File: config.mk
export PLATFORM = sky130hd
export DESIGN_NAME = axis_matvec_loader
export DESIGN_NICKNAME = d
export VERILOG_FILES = /design/src/rtl/axis_matvec_loader.sv
export SDC_FILE = /design/constraint.sdc
export NUM_CORES = 1
export LEC_CHECK = 0
export BUFFER_PORTS_ARGS = -buffer_cell sky130_fd_sc_hd__buf_2
export CAP_MARGIN = 20
export CORE_AREA = 5 5 273 275
export CTS_CLUSTER_SIZE = 25
export DETAILED_ROUTE_END_ITERATION = 8
export DIE_AREA = 0 0 278 280
export PLACE_DENSITY_LB_ADDON = 0.2
export SETUP_SLACK_MARGIN = 0.4
export SYNTH_ARGS = -nofsm -noshare
export SYNTH_HDL_FRONTEND = slang
export SYNTH_SLANG_ARGS = --single-unit
File: constraint.sdc
create_clock -name clk -period 9.15 [get_ports clk]
set_clock_uncertainty 0.2 [all_clocks]
set_input_delay 1.83 -clock clk [delete_from_list [all_inputs] [get_ports clk]]
set_output_delay 1.83 -clock clk [all_outputs]
set_load 0.01 [all_outputs]
File: src/rtl/axis_matvec_loader.sv
// axis_matvec_loader: gathers R weight rows from the K stream and one vector
// from the X stream, then presents them as a single {k, x} beat. Optional: WEIGHT_REUSE_EN.
`default_nettype none

module axis_matvec_loader #(
  parameter int R   = 8,
  parameter int C   = 8,
  parameter int W_X = 8,
  parameter int W_K = 8
) (
  input  logic                         clk,
  input  logic                         rstn,
  input  logic                         s_k_valid,
  output logic                         s_k_ready,
  input  logic [C*W_K-1:0]             s_k_data,
  input  logic                         s_x_valid,
  output logic                         s_x_ready,
  input  logic [C*W_X-1:0]             s_x_data,
`ifdef WEIGHT_REUSE_EN
  input  logic                         k_reuse,
`endif
  output logic                         m_valid,
  input  logic                         m_ready,
  output logic [R*C*W_K+C*W_X-1:0]     m_data
);

  localparam int                 c_CNT_W    = $clog2(R + 1);
  localparam int                 c_ROW_W    = C * W_K;
  localparam logic [c_CNT_W-1:0] c_LAST_ROW = c_CNT_W'(R - 1);

  logic [c_CNT_W-1:0] r_row_cnt;
  logic               r_k_full;
  logic               r_x_full;
  logic [c_ROW_W-1:0] r_rows [R];
  logic [C*W_X-1:0]   r_x;

  logic               w_k_hs;
  logic               w_x_hs;
  logic               w_m_hs;
  logic               w_reuse;
  logic [R*c_ROW_W-1:0] w_k_flat;

  // All outputs are decoded from state flops only; nothing from the inputs leaks through.
  assign s_k_ready = ~r_k_full;
  assign s_x_ready = ~r_x_full;
  assign m_valid   = r_k_full & r_x_full;

  assign w_k_hs = s_k_valid & ~r_k_full;
  assign w_x_hs = s_x_valid & ~r_x_full;
  assign w_m_hs = r_k_full & r_x_full & m_ready;

`ifdef WEIGHT_REUSE_EN
  assign w_reuse = k_reuse;
`else
  assign w_reuse = 1'b0;
`endif

  always_ff @(posedge clk or negedge rstn) begin
    if (!rstn) begin
      r_row_cnt <= '0;
      r_k_full  <= 1'b0;
      r_x_full  <= 1'b0;
    end else if (w_m_hs) begin
      // With reuse the matrix stays loaded and row_cnt remains at R.
      r_x_full <= 1'b0;
      if (!w_reuse) begin
        r_k_full  <= 1'b0;
        r_row_cnt <= '0;
      end
    end else begin
      if (w_k_hs) begin
        r_row_cnt <= r_row_cnt + c_CNT_W'(1);
        if (r_row_cnt == c_LAST_ROW) begin
          r_k_full <= 1'b1;
        end
      end
      if (w_x_hs) begin
        r_x_full <= 1'b1;
      end
    end
  end

  generate
    for (genvar r = 0; r < R; r++) begin : g_rows
      always_ff @(posedge clk) begin
        if (w_k_hs && (r_row_cnt == c_CNT_W'(r))) begin
          r_rows[r] <= s_k_data;
        end
      end
      assign w_k_flat[r*c_ROW_W +: c_ROW_W] = r_rows[r];
    end
  endgenerate

  always_ff @(posedge clk) begin
    if (w_x_hs) begin
      r_x <= s_x_data;
    end
  end

  assign m_data = {w_k_flat, r_x};

endmodule

`default_nettype wire

======== After elaboration in Yosys (flattened, before gate mapping) ========
Memory sizes are Yosys's and may differ from the RTL's.
Index checks and enable logic that the tools add are counted.
W data, S select, Z words.
word-level totals
  bits in registers ....................... 70
  bits in latches ......................... 0
  memory bits (writable) .................. 512
  memory bits (read-only) ................. 0
  bits of input ports ..................... 133
  output and inout bits ................... 579
  word-level logic and storage cells ...... 83
  memories ................................ 1
operators by class
  add/sub/neg operators ................... 1
  $mul .................................... 0
  div/mod/pow operators ................... 0
  order comparisons ....................... 0
  equal/unequal tests ..................... 7
  shift-type cells ........................ 0
  mux-type cells .......................... 44
  bitwise operators ....................... 6
  reduce and logical (&&, ||, !) cells .... 20
memories
  memory  words  bits a word  rd ports  clocked after Yosys merged registers in  write ports  RTL line  source
  r_rows  8      64           8         0                                        1            34        logic [c_ROW_W-1:0] r_rows [R];
operators by type and width
  cell                   count
  $mux W64               7
  $reduce_or A64 Y1      7
  $mux W1                28
  $mux W3                7
  $eq A4 B3 Y1 const B   4
  $eq A4 B2 Y1 const B   2
  $logic_and A1 B1 Y1    8
  $mux W4                2
  $reduce_bool A2 Y1     3
  $add A4 B1 Y4 const B  1
  $and A1 B1 Y1          4
  $eq A4 B1 Y1 const B   1
  $logic_not A4 Y1       1
  $not A1 Y1             2
  $reduce_and A2 Y1      1

======== Longest topological paths before layout ========
Gate-level depths: netlist (run 1).
  word-level depth ........................ 13
  gate-level depth with buffers ........... 4
  mapped depth without buffers ............ 4

======== Least setup slack after synthesis (run 1) ========
OpenSTA, ideal clock, no wires.
  kind .................................... input port to flip-flop
  start ................................... input port s_x_valid
  end ..................................... register r_x[0], enable pin
  library setup time ...................... 0.494 ns
  arrival time ............................ 4.644 ns
  data required time ...................... 8.456 ns
  slack ................................... 3.812 ns
  stages .................................. 1
  buffers on the path ..................... 0
  path through ............................ nor2b_1
on the way
  longest elaborated chain between the ends .. 1
ends and longest elaborated chain
  what                    RTL line  source
  start: declaration      16        input logic s_x_valid,
  $and A1 B1 Y1           49        assign w_x_hs = s_x_valid & ~r_x_full;
  end signal: assignment  96        r_x <= s_x_data;
  end: declaration        35        logic [C*W_X-1:0] r_x;
Every way passes these cells.
A chain may end at the register's enable or synchronous reset.

======== Worst setup path in the final report (run 1) ========
  start ................................... input port s_k_valid
  end ..................................... memory r_rows[0][72] in the netlist's numbering, enable pin
on the way
  longest elaborated chain between the ends .. 12
  elaborated cells between the ends (all ways) .. 46
  those cells by class .................... 30 x mux; 1 x bitwise; 15 x reduce/logical
ends and longest elaborated chain
  what                                                              RTL line  source
  start: declaration                                                13        input logic s_k_valid,
  $and A1 B1 Y1 (*)                                                 48        assign w_k_hs = s_k_valid & ~r_k_full;
  $logic_and A1 B1 Y1                                               86        if (w_k_hs && (r_row_cnt == c_CNT_W'(r))) begin
  $mux W1                                                           86
  $mux W1 (implied by the code)                                     87        r_rows[r] <= s_k_data;
  $reduce_or A64 Y1 (no line)                                       --
  $mux W3 (no line) / $mux W1 (equally long branches) (7 in a row)  --
  end: declaration                                                  34
Mark *: on every way between the ends. The rest lies on a longest branch, timed or not.

==> impl_metrics.yaml, run 1 <==
status:
  outcome: "completed"
global_route:
  grt_pass1_wl_mm: 73.52
  grt_pass1_vias: 10070
  gr-usage-all-layers: 0.1292
  antenna_found_initial: 4
  grt_start_max_net_pins: 65
  grt-ovfl-total: 0
synth:
  synthCells: 620
  yosysUniqueCellTypes: 19
  synthAdderAreaFrac: 0.002826
  syn_nets: 757
  ys_ff_latch: 582
  synth_xor_area_frac: 0.001484
  synth_top_family_by_area: "simple AND/OR/NAND/NOR gates"
  synth.top_cell.area_share: 0.9768
  synth_area_leaders: "edfxtp_1 98%, dfrtp_1 0.85%, and2_1 0.28%, ha_1 0.28%, a21oi_1 0.11%"
  yosys.area.top_type: "edfxtp_1"
  synth.yosys.seq_area_share: 0.9852
  netlist_area_um2: 17710
  synth-compound-area-share: 0.002614
  synth.mux.area_fraction: 0
  yosysWarnings: 0
  avgSynthCellArea_um2: 28.56
  synth_simple_gate_area_frac: 0.006995
worst_setup_path:
  r2r_cells: 3
  critical_path_buf_inv_count: 2
  cp_top_family: "buffers and inverters"
  rrSetupSlack_ps: 6450
  end_kind: "flop"
  r2r-end: "r_rows[1][210]"
  required_ps: 9150
  path_cells: "buf_2 > nor2b_1 > nor3b_2 > and2_4 > buf_4"
  worstSetupStartpointType: "primary input"
  path_max_fanout: 64
  slowest_stage: "buf_4"
  arrival_ps: 3540
  worst-setup-path-type: "in2reg"
  path_depth: 5
  r2r_start: "r_k_full"
  crit_path_max_incr_delay_ps: 810
worst_hold_path:
  hold_depth: 1
  min_from: "r_row_cnt[1]"
  hold_end: "r_row_cnt[1]"
  hold_class: "reg2reg"
sta:
  tightest_slew_ps: 1112
  timing.final.crit_share: 0.3876
  setup_viol: 0
  final_max_slew_viol_count: 0
  fmax_mhz: 282.0
  final.min_clock_period_ps: 3546
  hold_viol: 0
  setup_tns_ps: 0
  relSlewSlack: 0.2587
  grt_setup_unrepaired: "false"
placement:
  dpl.hpwl_mm: 37.14
  gp_congestion: 0.7617
  post_dp_cell_area_um2: 22560
  port_buffers: 711
  dp.cells: 2297
route:
  vias: 9445
  drc: 0
  antenna_left: 0
  first_iter_violations: 431
  first_pass_iters: 4
  viasPerCell: 3.905
  drt_wl_total_mm: 52.93
  wl_per_cell_um: 21.88
clock_tree:
  h-tree-depth: 3
  clockBufferDepth: 3
  ctsHoldBuffers: 0
  cts_setup_buffers: 0
  cts_buffers: 66
  insertion_delay_ps: 580
  cts_sinks: 582
  cts-root-buf: "clkbuf_16"
  cts-resized-gates: 0
  clk_pin_slew_ps: 60
  cts_tree: "built"
layout:
  post-route-cell-area_um2: 24750
  fin_nets: 1545
  final_util: 0.3433
  multi_input_area_um2: 271.5
  area_delta_synth_final_pct: 39.75
  drive_gt1_frac: 0.5641
  regArea_um2: 17450
  instances_no_fill: 2419
  num-fill-cells: 6966
floorplan:
  num_rows: 99
  fp.coreArea_um2: 72090
  start_util: 0.2456
  die_w_um: 278
  dieArea_um2: 77840
  die_y_um: 280
  ios: 712
power:
  p_leak_uw: 0.009320
  power_density_nw_per_um2: 259.2
  max-vdd-ir-drop_uv: 195.5
job:
  max-cap-violations: 0
per-stage QoR:
stage / hold slack [ps] / power, uW / setup slack [ps]
2_1_floorplan: 335.8 / 3541 / 3812
3_3_place_gp: 384.8 / 3923 / 4968
3_5_place_dp: 408.1 / 3927 / 4953
4_1_cts: 420.9 / 6526 / 5597
5_1_grt: 428.5 / 6695 / 5528
6_report: 416.3 / 6413 / 5604
where the power goes:
part	internal (uW)	total [uW]	switching (uW)
Sequential	3200	3260	62.7
Combinational	175	591	417
Clock	1500	2560	1060
Total	4870	6410	1540
registers in the layout, summed over array words and instances (netlist names):
signal	cells
r_k_full	1
r_row_cnt	4
r_x	64
r_x_full	1
r_rows	512
how the worst max path moves through the flow:
stage	from	end	slack, ps
3_3_place_gp	s_k_valid	r_rows[1][18]	4970
4_1_cts	s_k_valid	r_rows[1][250]	5600
3_5_place_dp	s_k_valid	r_rows[1][202]	4950
2_1_floorplan	s_x_valid	r_x[0]	3810
6_report	s_k_valid	r_rows[0][72]	5600
5_1_grt	s_k_valid	r_rows[0][72]	5530
routing by layer:
metal / vias up / routed length (um) / global-route usage
met3: 80 / 5286 / 0.05375
met4: 0 / 1442 / 0.04539
met1: 4738 / 17980 / 0.1337
li1: 4108 / - / -
met5: - / 0 / 0
met2: 519 / 28220 / 0.2360
Yosys cell counts:
master / n
a21o_1: 1
a21oi_1: 4
a22o_1: 1
and2_1: 8
and2_4: 1
and4bb_1: 1
dfrtp_1: 6
edfxtp_1: 576
ha_1: 4
inv_1: 4
nand2_1: 2
nand3_1: 2
nand4_1: 1
nor2_1: 1
nor2b_1: 2
nor3b_2: 1
o21ai_0: 2
xnor2_1: 1
xor2_1: 2
logic make-up after synthesis:
family,Yosys count
AO/OA/AOI/OAI,8
XOR/XNOR,3
adder cells (fa/ha/maj),4
buffers and inverters,4
flip-flops,582
AND/OR/NAND/NOR,19
cells in the final DEF (no fill, tap or decap):
cell type,instances
clkinv_1,14
buf_4,6
bufinv_16,5
a21oi_1,4
inv_6,3
a22o_1,1
xnor2_1,1
nor3b_2,1
inv_16,2
clkbuf_1,12
nor2b_1,1
o21ai_0,2
clkinvlp_4,2
dfrtp_1,6
and4bb_1,1
nand2_1,2
nor2_1,1
buf_2,711
and2_4,8
ha_1,4
clkinv_2,12
nand4_1,1
diode_2,1
a21o_1,1
xor2_1,2
buf_16,3
inv_1,4
edfxtp_1,576
nor2b_4,1
clkbuf_16,67
nand3_1,2
clkinv_16,2
and2_1,1
area by class of cell:
class,count,area share
Antenna cell,1,0.0001011
Clock buffer,79,0.06957
Clock inverter,40,0.01633
Inverter,4,0.0006067
Multi-Input combinational cell,34,0.01097
Sequential cell,582,0.7050
Tap cell,959,0.04849
Timing Repair Buffer,720,0.1489
Note: power is estimated with default switching activity, not from simulation.
==> inputs of run 2 (changes only) <==
==> constraint.sdc (replaced) <==
create_clock -name clk -period 3.4 [get_ports clk]
set_clock_uncertainty 0.2 [all_clocks]
set_input_delay 0.68 -clock clk [delete_from_list [all_inputs] [get_ports clk]]
set_output_delay 0.68 -clock clk [all_outputs]
set_load 0.01 [all_outputs]
==> impl_metrics.yaml, run 2 (synthesis results as in run 1) <==
status:
  outcome: "completed"
sta:
  tightest_slew_ps: 645.8
  hold_viol: 0
  setup_tns_ps: 0
  timing.final.crit_share: 0.7012
  relSlewSlack: 0.5686
  fmax_mhz: 419.4
  final.min_clock_period_ps: 2384
  grt_setup_unrepaired: "false"
  setup_viol: 0
  final_max_slew_viol_count: 0
route:
  wl_per_cell_um: 22.24
  vias: 9514
  drt_wl_total_mm: 54.14
  antenna_left: 0
  viasPerCell: 3.909
  drc: 0
  first_pass_iters: 5
  first_iter_violations: 560
global_route:
  grt_pass1_wl_mm: 74.60
  grt-ovfl-total: 0
  antenna_found_initial: 1
  gr-usage-all-layers: 0.1309
  grt_start_max_net_pins: 65
  grt_pass1_vias: 10060
power:
  p_leak_uw: 0.009349
  fin_total_pwr_uw: 16830
  power_density_nw_per_um2: 678.1
  max-vdd-ir-drop_uv: 479.2
worst_hold_path:
  hold_class: "in2reg"
  min_from: "s_x_data[2]"
  hold_depth: 1
  hold_end: "r_x[2]"
layout:
  most-common-layout-cells: "711 x buf_2, 576 x edfxtp_1, 61 x clkbuf_16"
  area_delta_synth_final_pct: 40.13
  drive_gt1_frac: 0.5597
  fin_nets: 1562
  regMostFlops: "r_rows"
  num-fill-cells: 6931
  multi_input_area_um2: 271.5
  final_common_cell: "buf_2"
  reg_top3: "r_rows: 512 flops, r_x: 64 flops, r_row_cnt: 4 flops"
  regArea_um2: 17450
  largest_register_ffs: 512
  instances_no_fill: 2434
worst_setup_path:
  slowest_stage: "dfrtp_1"
  path_cells: "and2_1 > buf_2"
  path_max_fanout: 9
  arrival_ps: 1500
  end_kind: "output port"
  rrSetupSlack_ps: 1130
  r2r_start: "r_k_full"
  worst-setup-path-type: "reg2out"
  required_ps: 2520
  crit_path_max_incr_delay_ps: 480
  r2r_cells: 3
  r2r-end: "r_rows[1][0]"
  worstSetupStartpointType: "flop"
floorplan:
  num_rows: 99
  start_util: 0.2456
  fp.coreArea_um2: 72090
  die_w_um: 278
  dieArea_um2: 77840
  ios: 712
  die_y_um: 280
placement:
  dpl.hpwl_mm: 38.37
  port_buffers: 711
  gp_congestion: 0.7933
  dp.cells: 2307
clock_tree:
  insertion_delay_ps: 610
  cts_setup_buffers: 0
  cts_buffers: 61
  clockBufferDepth: 3
  cts_sinks: 582
  cts_tree: "built"
  clk_pin_slew_ps: 60
  h-tree-depth: 2
  cts-root-buf: "clkbuf_16"
job:
  max-cap-violations: 0
[run 2: what timing repair did]
action                                  CTS  global route
gates resized for setup                   0             0
hold endpoints to repair                 19             0
hold buffers                             14             0
endpoints found under the setup margin    0             0
[run 2: worst max path at each step]
stage	start	to	depth (start not counted)
2_1_floorplan	s_x_valid	r_x[0]	1
3_3_place_gp	s_k_valid	r_rows[0][41]	5
3_5_place_dp	s_k_valid	r_rows[0][41]	5
4_1_cts	r_k_full	m_valid	2
5_1_grt	r_k_full	m_valid	2
6_report	r_k_full	m_valid	2
[run 2: area by class of cell]
class,count,area share
Sequential cell,582,0.7031
Timing Repair Buffer,742,0.1587
Clock buffer,70,0.06288
Tap cell,959,0.04835
Clock inverter,42,0.01533
Multi-Input combinational cell,34,0.01094
Inverter,4,0.0006051
Antenna cell,1,0.0001008
[run 2: routing by layer]
layer	vias to the layer above	GRT usage	wire length [um]
li1	4149	-	-
met1	4735	0.1412	19070
met2	532	0.2359	28200
met3	96	0.05092	5101
met4	2	0.04488	1745
met5	-	0	13
[run 2: where the power goes]
group,switching (uW),internal (uW)
registers,168,8590
clock network,2690,3740
logic,1130,508
total,3990,12800
[run 2: critical path, delay by kind of cell (launching register included)]
family	cells	cell delay, ps
simple gates	1	230
flops	1	480
buf+inv	1	180
[run 2: per-stage QoR]
stage	util	cell area, um^2	hold WS [ps]	setup WS (ps)
after global placement	0.3153	22730	311.2	777.2
after CTS	0.3442	24810	9.992	956.1
after floorplan	-	17720	184.4	409.1
after global routing	0.3442	24810	10.04	898.0
after detailed placement	0.3153	22730	314.3	762.3
final	0.3442	24820	52.98	1016
==> inputs of run 3 (changes only) <==
==> constraint.sdc (replaced) <==
create_clock -name clk -period 2.4 [get_ports clk]
set_clock_uncertainty 0.2 [all_clocks]
set_input_delay 0.48 -clock clk [delete_from_list [all_inputs] [get_ports clk]]
set_output_delay 0.48 -clock clk [all_outputs]
set_load 0.01 [all_outputs]
==> impl_metrics.yaml, run 3 (synthesis results as in run 1) <==
status:
  outcome: "completed"
worst_setup_path:
  critical_path_buf_inv_count: 1
  startpoint: "r_k_full"
  endpoint: "m_valid"
  r2r_start: "r_k_full"
  slowest_stage: "dfrtp_2"
  path_max_fanout: 5
  r2r_cells: 4
  end_kind: "output port"
  worstSetupStartpointType: "flop"
  r2r-end: "r_rows[1][48]"
  required_ps: 1720
  path_cells: "and2_4 > buf_6"
  arrival_ps: 1310
  rrSetupSlack_ps: 410
  path_depth: 2
  worst-setup-path-type: "reg2out"
  cp_top_family: "flip-flops"
  crit_path_max_incr_delay_ps: 440
route:
  drt_wl_total_mm: 57.57
  antenna_left: 0
  first_pass_iters: 6
  wl_per_cell_um: 22.43
  vias: 9978
  drc: 0
  first_iter_violations: 541
  viasPerCell: 3.889
floorplan:
  ios: 712
  fp.coreArea_um2: 72090
  die_y_um: 280
  start_util: 0.2456
  num_rows: 99
  dieArea_um2: 77840
  die_w_um: 278
job:
  max-cap-violations: 0
layout:
  regMostFlops: "r_rows"
  final_common_cell: "buf_2"
  reg_top3: "r_rows: 512 flops, r_x: 64 flops, r_row_cnt: 4 flops"
  post-route-cell-area_um2: 26370
  largest_register_ffs: 512
  multi_input_area_um2: 282.8
  most-common-layout-cells: "708 x buf_2, 576 x edfxtp_1, 126 x dlygate4sd3_1"
  fin_nets: 1694
  antenna_cells: 0
  area_delta_synth_final_pct: 48.93
  num-fill-cells: 6762
  regArea_um2: 17450
  drive_gt1_frac: 0.5283
power:
  power_density_nw_per_um2: 923.5
  p_int_uw: 18570
  clkPwrFrac: 0.376
  p_leak_uw: 0.009983
  swShare: 0.2374
  combPwrFrac: 0.114
  seqPwrFrac: 0.510
  switching_power_uw: 5782
  max-vdd-ir-drop_uv: 615.3
clock_tree:
  cts_sinks: 582
  clockBufferDepth: 3
  cts_tree: "built"
  clk_pin_slew_ps: 60
  h-tree-depth: 2
  insertion_delay_ps: 600
  cts-root-buf: "clkbuf_16"
  cts_buffers: 61
sta:
  relSlewSlack: 0.7467
  grt_setup_unrepaired: "true"
  final_max_slew_viol_count: 0
  tightest_slew_ps: 379.1
  fmax_mhz: 501.3
  setup_tns_ps: 0
  hold_viol: 0
  final.min_clock_period_ps: 1995
  setup_viol: 0
  timing.final.crit_share: 0.8312
global_route:
  grt_start_max_net_pins: 40
  grt-ovfl-total: 0
  antenna_found_initial: 3
  gr-usage-all-layers: 0.1372
  grt_pass1_vias: 10590
  grt_pass1_wl_mm: 78.56
placement:
  post_dp_cell_area_um2: 22860
  gp_congestion: 0.7605
  dpl.hpwl_mm: 40.46
  port_buffers: 711
worst_hold_path:
  hold_class: "in2async"
==> run 3: changes by cell type in the layout (fill, tap and decap cells not counted), sizes merged <==
| cell | delta |
|---|---|
| buf | +16 |
| clkbuf | +7 |
| clkinv | -2 |
| clkinvlp | +3 |
| diode | -1 |
| dlygate4sd3 | +112 |
| inv | -3 |
==> run 3: worst min-delay path by stage <==
stage               slack, ps             end  cells after the start          from
floorplan                 -20        r_k_full                      0          rstn
global placement          110        r_x_full                      1          rstn
detailed placement        110        r_x_full                      1          rstn
CTS                        20    r_row_cnt[1]                      2          rstn
global route               20  r_rows[0][181]                      1  s_k_data[53]
finish                     50        r_x_full                      2          rstn
==> run 3: power by group through the flow <==
stage | sequential, uW | clock, uW | combinational, uW
3_5_place_dp | 12600 | 0 | 2480
6_report | 12400 | 9150 | 2790
4_1_cts | 12400 | 9440 | 2710
2_1_floorplan | 13000 | 0 | 481
3_3_place_gp | 12600 | 0 | 2460
5_1_grt | 12500 | 9920 | 2990
==> run 3: timing repair <==
action / CTS / global route
pin swaps: 1 / 2
buffers inserted: 4 / 6
hold buffers: 126 / 0
endpoints found under the setup margin: 248 / 435
endpoints found under the hold margin: 515 / 0
cloned: 0 / 6
resized for setup: 11 / 8
==> run 3: per-stage QoR <==
step	power [uW]	instances	setup slack (ps)	util	hold slack, ps
5_1_grt	25390	2566	335.4	0.3658	22.57
3_5_place_dp	15100	2311	131.3	0.3171	114.0
6_report	24350	2566	405.0	0.3658	52.70
3_3_place_gp	15090	2311	149.9	0.3171	113.4
2_1_floorplan	13480	620	212.5	-	-15.59
4_1_cts	24570	2554	333.1	0.3627	16.52
==> run 3: cell type report <==
type / instances / area share
clock buffer: 73 / 0.06039
clock inverter: 40 / 0.01357
inverter: 4 / 0.0005693
multi-input combinational: 34 / 0.01072
sequential: 582 / 0.6616
tap: 959 / 0.04550
timing repair buffer: 874 / 0.2076
==> run 3: routing by layer <==
metal,up-vias,GRT usage,routed length [um]
met1,4940,0.1509,20570
met4,0,0.03525,1290
met3,82,0.05409,5527
li1,4412,-,-
met5,-,0,0
met2,544,0.2493,30180
